--- src/rtl/time_set_controller.sv ---
// rtl/time_set_controller.sv - debounced pushbutton front end and edit FSM for setting the clock counter
module tsc_debounce #(
  parameter int DEBOUNCE_CYCLES = 1000000
) (
  input  logic CLK100MHZ,
  input  logic reset,
  input  logic raw,
  output logic press
);
  localparam int CW = (DEBOUNCE_CYCLES < 2) ? 1 : $clog2(DEBOUNCE_CYCLES + 1);
  localparam logic [CW-1:0] LAST = CW'(DEBOUNCE_CYCLES - 1);

  logic          sync1;
  logic          sync2;
  logic          level;
  logic [CW-1:0] cnt;

  // The level flips on the DEBOUNCE_CYCLES-th consecutive mismatching edge; press rises with it.
  always_ff @(posedge CLK100MHZ) begin
    if (reset) begin
      sync1 <= 1'b0;
      sync2 <= 1'b0;
      level <= 1'b0;
      cnt   <= '0;
      press <= 1'b0;
    end else begin
      sync1 <= raw;
      sync2 <= sync1;
      press <= 1'b0;
      if (sync2 == level) begin
        cnt <= '0;
      end else if (cnt == LAST) begin
        level <= sync2;
        cnt   <= '0;
        press <= sync2;
      end else begin
        cnt <= cnt + CW'(1);
      end
    end
  end
endmodule

module time_set_controller #(
  parameter int DEBOUNCE_CYCLES = 1000000
) (
  input  logic       CLK100MHZ,
  input  logic       reset,
  input  logic       btn_mode,
  input  logic       btn_up,
  input  logic       btn_down,
  input  logic       btn_set,
  input  logic [7:0] cur_hours,
  input  logic [7:0] cur_minutes,
  input  logic [7:0] cur_seconds,
  output logic [7:0] newHours,
  output logic [7:0] newMinutes,
  output logic [7:0] newSeconds,
  output logic       load,
  output logic       editing,
  output logic [1:0] field_sel
);
  typedef enum logic [2:0] {IDLE, EDIT_H, EDIT_M, EDIT_S, COMMIT} state_t;

  state_t     state;
  logic [7:0] sh_h;
  logic [7:0] sh_m;
  logic [7:0] sh_s;
  logic       p_mode;
  logic       p_up;
  logic       p_down;
  logic       p_set;

  tsc_debounce #(.DEBOUNCE_CYCLES(DEBOUNCE_CYCLES)) u_db_mode (
    .CLK100MHZ(CLK100MHZ), .reset(reset), .raw(btn_mode), .press(p_mode));
  tsc_debounce #(.DEBOUNCE_CYCLES(DEBOUNCE_CYCLES)) u_db_up (
    .CLK100MHZ(CLK100MHZ), .reset(reset), .raw(btn_up), .press(p_up));
  tsc_debounce #(.DEBOUNCE_CYCLES(DEBOUNCE_CYCLES)) u_db_down (
    .CLK100MHZ(CLK100MHZ), .reset(reset), .raw(btn_down), .press(p_down));
  tsc_debounce #(.DEBOUNCE_CYCLES(DEBOUNCE_CYCLES)) u_db_set (
    .CLK100MHZ(CLK100MHZ), .reset(reset), .raw(btn_set), .press(p_set));

  function automatic logic [7:0] wrap_step(input logic [7:0] v, input logic [7:0] max_v,
                                           input logic inc);
    if (inc) return (v >= max_v) ? 8'd0 : v + 8'd1;
    return (v == 8'd0) ? max_v : v - 8'd1;
  endfunction

  // Priority inside an edit: set, then mode, then up/down (both together cancel).
  always_ff @(posedge CLK100MHZ) begin
    if (reset) begin
      state     <= IDLE;
      sh_h      <= 8'd0;
      sh_m      <= 8'd0;
      sh_s      <= 8'd0;
      load      <= 1'b0;
      editing   <= 1'b0;
      field_sel <= 2'd0;
    end else begin
      load <= 1'b0;
      case (state)
        IDLE: begin
          if (p_mode) begin
            sh_h      <= (cur_hours   < 8'd24) ? cur_hours   : 8'd0;
            sh_m      <= (cur_minutes < 8'd60) ? cur_minutes : 8'd0;
            sh_s      <= (cur_seconds < 8'd60) ? cur_seconds : 8'd0;
            state     <= EDIT_H;
            editing   <= 1'b1;
            field_sel <= 2'd1;
          end
        end
        EDIT_H, EDIT_M, EDIT_S: begin
          if (p_set) begin
            state     <= COMMIT;
            load      <= 1'b1;
            editing   <= 1'b0;
            field_sel <= 2'd0;
          end else if (p_mode) begin
            case (state)
              EDIT_H:  begin state <= EDIT_M; field_sel <= 2'd2; end
              EDIT_M:  begin state <= EDIT_S; field_sel <= 2'd3; end
              default: begin state <= EDIT_H; field_sel <= 2'd1; end
            endcase
          end else if (p_up ^ p_down) begin
            case (state)
              EDIT_H:  sh_h <= wrap_step(sh_h, 8'd23, p_up);
              EDIT_M:  sh_m <= wrap_step(sh_m, 8'd59, p_up);
              default: sh_s <= wrap_step(sh_s, 8'd59, p_up);
            endcase
          end
        end
        COMMIT: state <= IDLE;
        default: begin
          state     <= IDLE;
          editing   <= 1'b0;
          field_sel <= 2'd0;
        end
      endcase
    end
  end

  assign newHours   = sh_h;
  assign newMinutes = sh_m;
  assign newSeconds = sh_s;
endmodule

--- config.mk ---
export PLATFORM = sky130hd
export DESIGN_NAME = time_set_controller
export DESIGN_NICKNAME = d
export VERILOG_FILES = /design/src/rtl/time_set_controller.sv
export SDC_FILE = /design/constraint.sdc
export NUM_CORES = 1
export LEC_CHECK = 0
export BUFFER_PORTS_ARGS = -buffer_cell sky130_fd_sc_hd__buf_4
export CAP_MARGIN = 10
export CORE_UTILIZATION = 30
export CTS_CLUSTER_SIZE = 24
export DETAILED_ROUTE_END_ITERATION = 8
export PLACE_DENSITY = 0.53
export SYNTH_ARGS = -nofsm -noshare
export SYNTH_HDL_FRONTEND = slang
export SYNTH_SLANG_ARGS = --single-unit
--- constraint.sdc ---
create_clock -name CLK100MHZ -period 3.1 [get_ports CLK100MHZ]
set_clock_uncertainty 0.1 [all_clocks]
set_input_delay 0.155 -clock CLK100MHZ [delete_from_list [all_inputs] [get_ports CLK100MHZ]]
set_output_delay 0.155 -clock CLK100MHZ [all_outputs]
set_load 0.01 [all_outputs]
* Word-level counts from Yosys, hierarchy flattened
Cells that the tools add are included.
** Storage, ports and cells
- RAM bits :: 0
- Word-level logic and storage cells :: 167
- Bits in latches :: 0
- Memories :: 0
- Output and inout bits :: 28
- ROM bits :: 0
- Input bits :: 30
- Bits in registers :: 127
** Cells by class
- Mux-type cells :: 66
- Bitwise logic cells :: 11
- Multiply operators :: 0
- Equality and inequality tests :: 21
- Div/mod/pow operators :: 0
- $add $sub $neg :: 10
- $lt $le $gt $ge :: 6
- Reductions and logical operators :: 26
- Shift operators :: 0
** Operators by type and width (count)
- $mux 8 :: 30
- $add 20x1->20 const B :: 4
- $eq 20x20->1 const B :: 4
- $pmux 8 s2 :: 3
- $reduce_or 3->1 :: 9
- $add 8x1->8 const B :: 3
- $logic_not 8->1 :: 3
- $sub 8x1->8 const B :: 3
- $mux 1 :: 22
- $reduce_and 6->1 :: 3
- $ge 8x6->1 const B :: 2
- $lt 8x6->1 const B :: 2
- $ne 2x2->1 const B :: 6
- $not 1->1 :: 10
- $reduce_and 2->1 :: 5
- $mux 3 :: 3
- $ge 8x5->1 const B :: 1
- $lt 8x5->1 const B :: 1
- $pmux 2 s2 :: 2
- $eq 3x2->1 const B :: 2
- $mux 2 :: 3
- $pmux 2 s3 :: 1
- $pmux 3 s2 :: 1
- $reduce_and 3->1 :: 2
- other kinds (10) :: 15

* Logic depth before layout (Yosys ltp)
- Depth after elaboration :: 14
- Mapped depth :: 8
- Depth with buffers taken out :: 7

* Hierarchy
A second synthesis with hierarchy kept.
** Second synthesis, totals
- Cells, all modules :: 791
- Area, all modules :: 6587.6 sq um
** By module, submodules not included
- tsc_debounce at u_db_down ... :: times used 3, cells each 117, seq. area each 480.5 sq um, area an instance 1051.0 sq um
- time_set_controller :: times used 1, cells each 317, seq. area each 620.6 sq um, area an instance 2349.8 sq um
- tsc_debounce at u_db_up :: times used 1, cells each 123, seq. area each 480.5 sq um, area an instance 1084.8 sq um

* Worst setup path before layout
No wires, ideal clock.
- Kind :: register to register
- From :: register sh_s[0] (netlist: newSeconds[0])
- To :: register sh_s[5] (netlist: newSeconds[5])
- Setup slack :: 1146 ps
- Required time :: 2919 ps
- Library setup time :: 81 ps
- Path buffers :: 0
- Period minus slack after synthesis :: 1954 ps
- Stages on the path, launching flop included :: 8
- Arrival time :: 1774 ps
- Cells stage by stage :: dfxtp_1 -> inv_1 -> ha_1 -> or3b_2 -> o31ai_1 -> nand3_1 -> a31o_1 -> a41oi_1
** On the way
- Cells in the longest elaborated chain, start to end :: 9
- Elaborated cells on any way between the ends :: 13
- Classes of those cells :: add/sub (2); order compare (1); mux (9); reduce/logical (1)
** Ends and longest elaborated chain
- start, declared :: RTL line 67 : logic [7:0] sh_s;
- start signal, assigned :: RTL line 105 : sh_s <= (cur_seconds < 8'd60) ? cur_seconds : 8'd0;
- start signal, assigned :: RTL line 127 : default: sh_s <= wrap_step(sh_s, 8'd59, p_up);
- $add 8x1->8 or $ge 8x6->1 (tied branches) :: RTL line 84 : if (inc) return (v >= max_v) ? 8'd0 : v + 8'd1;
- $mux 8 (2 in series) :: RTL line 84
- $mux 8 (*) :: RTL line 85 : return (v == 8'd0) ? max_v : v - 8'd1;
- $mux 8 (*) :: RTL line 124 : case (state)
- $mux 8 (*) :: RTL line 123 : end else if (p_up ^ p_down) begin
- $mux 8 (*) :: RTL line 117 : end else if (p_mode) begin
- $mux 8 (*) :: RTL line 112 : if (p_set) begin
- $pmux 8 s2 (*) :: RTL line 100 : case (state)
Every way passes the cells marked *; elsewhere a longest branch is shown, timed or not. The select of a mux whose other input is x is not followed.
A chain may end at the register's enable or synchronous reset.

* Worst setup path after layout
- From :: register state[1]
- To :: register sh_s[0] (netlist: newSeconds[0])
** On the way
- Cells in the longest elaborated chain, start to end :: 4
- Elaborated cells on any way between the ends :: 14
- Classes of those cells :: eq/ne (8); mux (1); reduce/logical (5)
** Ends and longest elaborated chain
- start, declared :: RTL line 64 : state_t state;
- start signal, assigned :: RTL line 91 : state <= IDLE;
- start signal, assigned :: RTL line 106 : state <= EDIT_H;
- start signal, assigned :: RTL line 113 : state <= COMMIT;
- $eq 3x2->1 (tied with other cells) :: RTL line 100, 124
- $reduce_or 3->1 or $reduce_or 2->1 (tied branches)
- $ne 2x2->1 (no line) or $reduce_bool 2->1 (tied branches)
- $reduce_and 6->1 (no line)
Several ways; a longest one is shown, not always the timed one.

==> results.py <==
metrics = {
    "layout": {
        "stdcell_count": 1126,
        "final_cell_mix": "nor2_1, dfxtp_1, buf_4, nand2_1, nand3_1",
        "fill_cells": 2145,
        "fin_util_pct": 36.6,
        "drive_above_1_share_pct": 12.2,
        "final_common_cell": "nor2_1",
        "syn2layout_area_growth_pct": 19.0,
        "antenna_cells": 0,
        "fin_nets": 878,
    },
    "job": {
        "maxCapViolations": 0,
    },
    "pwr": {
        "vdd_ir_drop_max_mv": 0.400,
        "p_per_area_nw_per_um2": 478,
        "p_leak_uw": 0.00254,
    },
    "critical_path": {
        "crit_type": "reg2reg",
        "cp-end-kind": "flip-flop",
        "required_ps": 3270,
        "crit_arrival_ps": 2600,
        "cp_max_fo": 12,
        "start_kind": "flip-flop",
        "reg2reg_depth": 5,
    },
    "route": {
        "vias": 5546,
        "drtAntennaViolNets": 0,
        "dr.pass1.iters": 5,
        "drt_iter0_markers": 336,
        "wirelength_mm": 14.9,
        "drcViolationCount": 0,
        "wl_per_cell_um": 13.3,
        "post_drt_via_cell_ratio": 4.93,
    },
    "place": {
        "place_congestion": 0.857,
        "hpwl_mm": 10.2,
        "io_buffers": 57,
        "dp.cells": 1084,
    },
    "timing": {
        "fmax_mhz": 411,
        "slew_viol_final": 0,
        "setup_viol": 0,
        "slew_headroom_pct": 33.1,
        "hold_violations": 0,
        "finalCritPeriodShare_pct": 78.5,
        "grt_setup_unrepaired": "no",
        "timing.setup.tns_ps": 0,
        "min_period_ps": 2430,
        "tightest_slew_ps": 1000,
    },
    "clock_tree": {
        "cts_root_buf": "clkbuf_16",
        "cts_setup_buffers": 0,
        "cts.sinks": 127,
        "numCtsBuffers": 17,
        "insertion_delay_ps": 420,
        "cts.reportedPaths.clkPinSlew_ps": 60,
        "cts_tree": "built",
        "cts.htree.levels": 4,
        "clk_path_buf_depth": 2,
    },
    "synthesis": {
        "synth.avg_cell_area_um2": 8.26,
        "yosys_most_used_dff": "dfxtp_1",
        "yosys_register_bits": 127,
        "syn-num-nets": 827,
        "netlist_instances": 787,
        "syn_area_um2": 6500,
        "synth_edf_count": 0,
        "ys_warn_count": 0,
        "ys_async_sr_fraction_pct": 0,
        "synth_cell_types": 69,
        "ys_seq_area_share_pct": 39.1,
    },
    "floorplan": {
        "die_h_um": 149,
        "io-pin-count": 58,
        "die-area_um2": 22300,
        "start_util_pct": 30.7,
        "dieWidth_um": 149,
        "rows": 53,
        "core_um2": 21200,
    },
    "status": {
        "status": "finished clean",
    },
    "grt": {
        "first_global_vias": 5137,
        "grt_max_degree": 55,
        "grt_first_pass_wirelength_mm": 25.1,
        "grt_util_all_layers_pct": 14.0,
        "grt_antenna_before_repair": 0,
        "grt_overflow": 0,
    },
    "worst_hold_path": {
        "hold_depth": 3,
        "hold_class": "in2reg",
    },
}
==> layout make-up <==
cell class / count / area [µm²] / area share (%)
Multi-Input combinational cell: 591 / 3600 / 46.5
Sequential cell: 127 / 2540 / 32.9
Timing Repair Buffer: 71 / 558 / 7.21
Clock buffer: 20 / 447 / 5.77
Tap cell: 275 / 344 / 4.45
Clock inverter: 12 / 138 / 1.78
Inverter: 30 / 113 / 1.46
==> metrics by stage <==
step | setup slack, ps | instance area (µm²) | hold WS (ps) | total power (µW)
global placement | 762 | 7050 | 273 | 1780
floorplan | 1150 | 6500 | 183 | 1730
finish | 666 | 7740 | 29.7 | 3700
global route | 457 | 7740 | 28.1 | 3850
detailed placement | 695 | 7050 | 276 | 1780
CTS | 687 | 7740 | 12.9 | 3760
==> routing by layer <==
layer / global-route usage [%] / part of all wire, % / vias up
met2: 21.5 / 44 / 117
met4: 5.71 / 1.9 / 0
met1: 18.4 / 50 / 2541
met5: 0 / 0 / -
li1: - / - / 2864
met3: 3.52 / 4.3 / 24
==> critical path: stages, from the launching register on <==
cell and delay [ps]:
dfxtp_1 450, o21bai_1 850, nand2b_1 340, a21oi_1 60, a2111oi_0 410, a211oi_1 90
==> report_power, final <==
group          switching (µW)  internal [µW]
combinational            45.0           51.0
clock                     743           1210
sequential               9.37           1640
==> flip-flops by register name, indices dropped and copies added (netlist names), 2 cells and up <==
signal         count
u_db_set.cnt      20
state              3
newSeconds         8
u_db_up.cnt       20
newMinutes         8
u_db_mode.cnt     20
u_db_down.cnt     20
newHours           8
field_sel          2
==> logic make-up after synthesis <==
| family | Yosys count | synth area share (%) |
|---|---|---|
| AOI/OAI and AO/OA | 107 | 11.6 |
| xor gates and xnor gates | 84 | 11.4 |
| adders and majority gates | 10 | 1.92 |
| buffers and inverters | 69 | 5.58 |
| DFF | 127 | 39.1 |
| muxes | 6 | 0.924 |
| and+or+nand+nor | 384 | 29.4 |
==> cells in the mapped netlist (4+ instances only) <==
master	count	share of area [%]
mux2i_1	6	0.92
or3_1	7	0.67
clkbuf_1	17	0.98
nor4_1	16	1.5
o21ai_0	17	1.3
a32oi_1	5	0.67
nor2b_1	10	0.96
nor4b_1	5	0.67
inv_1	30	1.7
buf_2	11	0.85
a2111oi_0	4	0.54
and4_1	6	0.81
dfxtp_1	127	39
nor3b_1	4	0.46
xnor2_1	50	6.7
and2_1	6	0.58
nand2_1	53	3.1
and3_1	20	1.9
ha_1	10	1.9
nand3_1	52	4.0
a21oi_1	27	2.1
clkbuf_8	6	1.3
a211oi_1	7	0.81
nor2_1	135	7.8
nand4_1	20	1.9
nand2b_1	5	0.48
a31oi_1	7	0.67
nor3_1	27	2.1
nand4b_1	4	0.54
o221ai_1	7	0.94
xor2_1	33	4.4
==> what timing repair did <==
item | CTS | global route
endpoints found under the hold margin | 10 | 0
resized for setup | 0 | 0
hold buffers | 10 | 0
endpoints found under the setup margin | 0 | 0
==> path summary, 6_finish.rpt <==
| check | from | slack, ps | endpoint |
|---|---|---|---|
| max | state[1] | 670 | newSeconds[0] |
| min | cur_minutes[3] | 30 | newMinutes[3] |
| max reg2reg | state[1] | 670 | newSeconds[0] |
| min reg2reg | u_db_down.sync1 | 340 | u_db_down.sync2 |
Note: power is estimated with default switching activity, not from simulation.
